**config.mk**
```make
export PLATFORM = sky130hd
export DESIGN_NAME = rr_arbiter_2ch
export DESIGN_NICKNAME = d
export VERILOG_FILES = /design/src/rtl/rr_arbiter_2ch.sv
export SDC_FILE = /design/constraint.sdc
export NUM_CORES = 1
export LEC_CHECK = 0
export CORE_AREA = 2 2 39 41
export CTS_BUF_LIST = sky130_fd_sc_hd__clkbuf_8
export CTS_CLUSTER_DIAMETER = 200
export DETAILED_ROUTE_END_ITERATION = 6
export DIE_AREA = 0 0 41 43
export PLACE_DENSITY_LB_ADDON = 0.25
export SLEW_MARGIN = 20
export SYNTH_ARGS = -nofsm -noshare
export SYNTH_HDL_FRONTEND = slang
export SYNTH_SLANG_ARGS = --single-unit
```
**constraint.sdc**
```tcl
create_clock -name clk -period 1.8 [get_ports clk]
set_input_delay 0.45 -clock clk [delete_from_list [all_inputs] [get_ports clk]]
set_output_delay 0.45 -clock clk [all_outputs]
set_load 0.02 [all_outputs]
```
**src/rtl/rr_arbiter_2ch.sv**
```systemverilog
// rr_arbiter_2ch: two-channel round-robin arbiter with grant hold, owner release and hold-limit timeout
module rr_arbiter_2ch #(
  parameter int HOLD_MAX = 8,
  parameter int CW = 4
) (
  input  logic          clk,
  input  logic          rst,
  input  logic          req0,
  input  logic          req1,
  input  logic          done,
  output logic          gnt_valid,
  output logic          gnt_idx,
  output logic          last_idx,
  output logic [CW-1:0] hold_cnt,
  output logic          timeout
);
  typedef enum logic [1:0] {IDLE, GRANT, GAP} state_t;
  state_t state_q, state_d;
  logic gnt_valid_q, gnt_valid_d, gnt_idx_q, gnt_idx_d, last_idx_q, last_idx_d, timeout_q, timeout_d;
  logic [CW-1:0] hold_cnt_q, hold_cnt_d;
  logic owner_req, at_limit, rel, winner;
  assign owner_req = gnt_idx_q ? req1 : req0;
  assign at_limit  = hold_cnt_q == CW'(HOLD_MAX - 1);
  assign rel       = done | ~owner_req | at_limit;
  assign winner    = (req0 & req1) ? ~last_idx_q : req1;
  always_comb begin
    state_d     = state_q;
    gnt_valid_d = gnt_valid_q;
    gnt_idx_d   = gnt_idx_q;
    last_idx_d  = last_idx_q;
    hold_cnt_d  = hold_cnt_q;
    timeout_d   = 1'b0;
    if (state_q == GRANT) begin
      if (rel) begin
        state_d     = GAP;
        gnt_valid_d = 1'b0;
        hold_cnt_d  = '0;
        timeout_d   = at_limit & ~done & owner_req;
      end else begin
        hold_cnt_d  = hold_cnt_q + 1'b1;
      end
    end else if (req0 | req1) begin
      state_d     = GRANT;
      gnt_valid_d = 1'b1;
      gnt_idx_d   = winner;
      last_idx_d  = winner;
      hold_cnt_d  = '0;
    end else begin
      state_d     = IDLE;
    end
  end
  always_ff @(posedge clk) begin
    if (rst) begin
      state_q     <= IDLE;
      gnt_valid_q <= 1'b0;
      gnt_idx_q   <= 1'b0;
      last_idx_q  <= 1'b1;
      hold_cnt_q  <= '0;
      timeout_q   <= 1'b0;
    end else begin
      state_q     <= state_d;
      gnt_valid_q <= gnt_valid_d;
      gnt_idx_q   <= gnt_idx_d;
      last_idx_q  <= last_idx_d;
      hold_cnt_q  <= hold_cnt_d;
      timeout_q   <= timeout_d;
    end
  end
  assign gnt_valid = gnt_valid_q;
  assign gnt_idx   = gnt_idx_q;
  assign last_idx  = last_idx_q;
  assign hold_cnt  = hold_cnt_q;
  assign timeout   = timeout_q;
endmodule
```
==> impl_metrics.py <==
metrics = {
    "sta": {
        "period_share_pct": 95.97,
        "finClkSkew_ns": 0.001810,
        "setup_tns_ns": 0,
        "finalMaxSlewViolations": 0,
        "slew_headroom_pct": 74.80,
        "finalWorstSetupSlack_ns": 0.07248,
        "rsz0062_at_grt": "no",
        "finalHoldViolations": 0,
        "worstMarginPinSlew_ns": 0.3684,
        "setup_viol": 0,
        "fmax_mhz": 578.9,
        "timing.final.crit_period_ns": 1.728,
    },
    "die": {
        "fp.coreArea_mm2": 0.001384,
        "initial_core_util_pct": 32.82,
        "io_pins": 13,
        "die_w_um": 41,
        "fp.dieArea_mm2": 0.001763,
        "rows": 14,
        "die_h_um": 43,
    },
    "yosys": {
        "synth-simple-area-share_pct": 32.51,
        "synth_common_cells": "10 x dfxtp_1, 8 x nor2_1, 5 x nand2_1",
        "synth_top_family_by_area": "simple AND/OR/NAND/NOR gates",
        "async_flop_share_pct": 0,
        "yosysMostFrequentCell": "dfxtp_1",
        "syn_area_um2": 454.2,
        "synth_compound_area_share_pct": 16.80,
        "yosysTopAreaCell": "dfxtp_1",
        "syn_nets": 55,
        "synth_cell_types": 23,
        "synth.yosys.seq_area_share_pct": 44.08,
        "syn_avg_cell_area_um2": 9.269,
        "syn_inst": 49,
        "yosys-mux-area-fraction_pct": 3.030,
        "yosysTopAreaCellShare_pct": 44.08,
        "synth_fa_ha_area_share_pct": 2.755,
        "synth_edf_count": 0,
        "synth_flop_cell": "dfxtp_1",
        "ys_ff_latch": 10,
        "synth_xor_area_share_pct": 0,
        "ys_warn_count": 0,
        "yosys-top-cells-area": "dfxtp_1 44%, nor2_1 6.6%, nor3_2 4.4%, nand2_1 4.1%, a32oi_1 3.9%",
    },
    "global_route": {
        "grt_pass1_wl_um": 1386,
        "grt_pass1_vias": 336,
        "gr-usage-all-layers_pct": 12.01,
        "grt_antenna_before_repair": 0,
        "grt_start_max_net_pins": 11,
        "grt_overflow_total": 0,
    },
    "placement": {
        "port_buffers": 12,
        "globalplace.congestion": 0.7187,
        "dpl_worst_slack_ns": 0.01449,
        "hpwl_um": 664.5,
    },
    "power_and_ir_drop": {
        "p_per_area_mw_per_mm2": 854.5,
        "p_leak_nw": 0.2310,
        "ir_drop_uv": 382.7,
    },
    "drt": {
        "avgRoutedWirePerCell_um": 10.70,
        "drt_iter0_drc": 3,
        "vias_per_cell": 4.913,
        "ant_nets": 0,
        "dr.pass1.iters": 4,
        "wl_um": 856,
        "drc": 0,
        "vias": 393,
    },
    "cts": {
        "cts_made_buffers": 3,
        "clkSlewWorstSetupHoldPaths_ns": 0.04,
        "insertion_delay_ns": 0.23,
        "cts-hold-fix-buffers": 0,
        "clk_path_buf_depth": 2,
        "post-cts-setup-buffer-count": 0,
        "cts_max_level": 1,
        "root_buffer": "clkbuf_8",
        "cts_tree": "yes",
        "cts.repair.resized": 0,
        "cts_sinks": 10,
    },
    "critical_path": {
        "worstReg2RegStart": "hold_cnt[0]$_SDFFE_PP0P_",
        "worstPathArrival_ns": 1.28,
        "cp_cell_sequence": "clkdlybuf4s50_1",
        "worst_setup_path_end_kind": "primary output",
        "worstRegToRegCells": 5,
        "start_kind": "flop",
        "r2r-end": "hold_cnt[2]$_SDFFE_PP0P_",
        "critPathKind": "flop to primary output",
        "crit_path_max_incr_delay_ns": 0.64,
        "cp.buffers_inverters": 1,
        "reg2reg_slack_ns": 0.44,
        "crit_family": "buffers and inverters",
        "cpMaxStageDelayCell": "clkdlybuf4s50_1",
        "cp.required_ns": 1.35,
        "critical_path.max_fanout": 7,
    },
    "final_layout": {
        "drive_above_1_share_pct": 15.63,
        "nets": 72,
        "n_fill_cell": 137,
        "diodes": 0,
        "area_growth_syn_to_layout_pct": 40.77,
    },
    "min_path": {
        "hold_start": "gnt_valid$_SDFFE_PP0P_",
        "hold-path-endpoint": "gnt_valid$_SDFFE_PP0P_",
        "hold_path.class": "flop to flop",
        "worst_hold_path.num_cells": 2,
    },
    "status": {
        "status": "finished clean",
    },
    "run": {
        "drv_cap": 0,
    },
}
[cells in the final DEF (no fill, tap or decap), types with 2 or more instances in the layout]
master,synthesis,final
a21oi_1,2,2
a32oi_1,2,2
clkbuf_8,0,3
clkdlybuf4s50_1,0,12
dfxtp_1,10,10
nand2_1,5,5
nand2b_1,2,2
nand3_1,3,3
nor2_1,8,8
nor3_2,2,2
[kinds of logic after synthesis]
| kind of cell | count (synthesis) |
|---|---|
| and+or+nand+nor | 26 |
| buffers and inverters | 1 |
| adders and majority gates | 1 |
| AOI/OAI and AO/OA | 10 |
| muxes | 1 |
| DFF | 10 |
[sequential cells by signal (all words and copies together) (netlist names)]
name       flops
gnt_valid      1
timeout        1
gnt_idx        1
last_idx       1
state_q        2
hold_cnt       4
[worst reg2reg max path: cells and delay by family, from the launching register on]
kind	cells	cell delay, ns
AOI/OAI and AO/OA	2	0.47
DFF	1	0.34
and+or+nand+nor	2	0.24
adders and majority gates	1	0.24
[stage by stage]
stage          cell area (um2)  utilization, %  cells  hold slack [ns]  power (mW)
2_1_floorplan            454.2               -     49           0.5066      0.2909
3_3_place_gp             598.1           43.22     77           0.4539      0.3258
3_5_place_dp             598.1           43.22     77           0.4573      0.3260
4_1_cts                  639.4           46.20     80           0.4638      0.5574
5_1_grt                  639.4           46.20     80           0.4717      0.5725
6_report                 639.4           46.20     80           0.4594      0.5463
[metal layers]
layer | track usage [%] | share of wire, %
met1 | 15.36 | 47
met2 | 15.00 | 47
met3 | 7.853 | 4.4
met4 | 6.000 | 1.6
met5 | 0 | 0
[report_power, final]
| part | internal (mW) | leakage, nW | total, mW | switching (mW) |
|---|---|---|---|---|
| clock | 0.146 | 0.0216 | 0.225 | 0.0794 |
| sequential | 0.234 | 0.0819 | 0.242 | 0.00789 |
| combinational | 0.0393 | 0.128 | 0.0798 | 0.0405 |
| total | 0.419 | 0.231 | 0.546 | 0.128 |
[worst max-delay path by stage]
stage | endpoint | startpoint | slack [ns] | depth (start not counted)
floorplan | hold_cnt[2]$_SDFFE_PP0P_ | hold_cnt[0]$_SDFFE_PP0P_ | 0.45 | 5
global placement | hold_cnt[3]$_SDFFE_PP0P_ | req0 | 0.03 | 5
detailed placement | hold_cnt[3]$_SDFFE_PP0P_ | req0 | 0.01 | 5
CTS | hold_cnt[2] | hold_cnt[2]$_SDFFE_PP0P_ | 0.06 | 1
global route | hold_cnt[3] | hold_cnt[3]$_SDFFE_PP0P_ | 0.02 | 1
finish | hold_cnt[2] | hold_cnt[2]$_SDFFE_PP0P_ | 0.07 | 1
[area by class of cell]
| type | instances | area, um2 | area share [%] |
|---|---|---|---|
| clock buffers | 3 | 41.29 | 6.458 |
| multi-input cells | 38 | 250.2 | 39.14 |
| flip-flops and latches | 10 | 200.2 | 31.31 |
| well taps | 16 | 20.02 | 3.131 |
| repair buffers | 13 | 127.6 | 19.96 |
No activity file was read; power rests on OpenSTA's default activity.
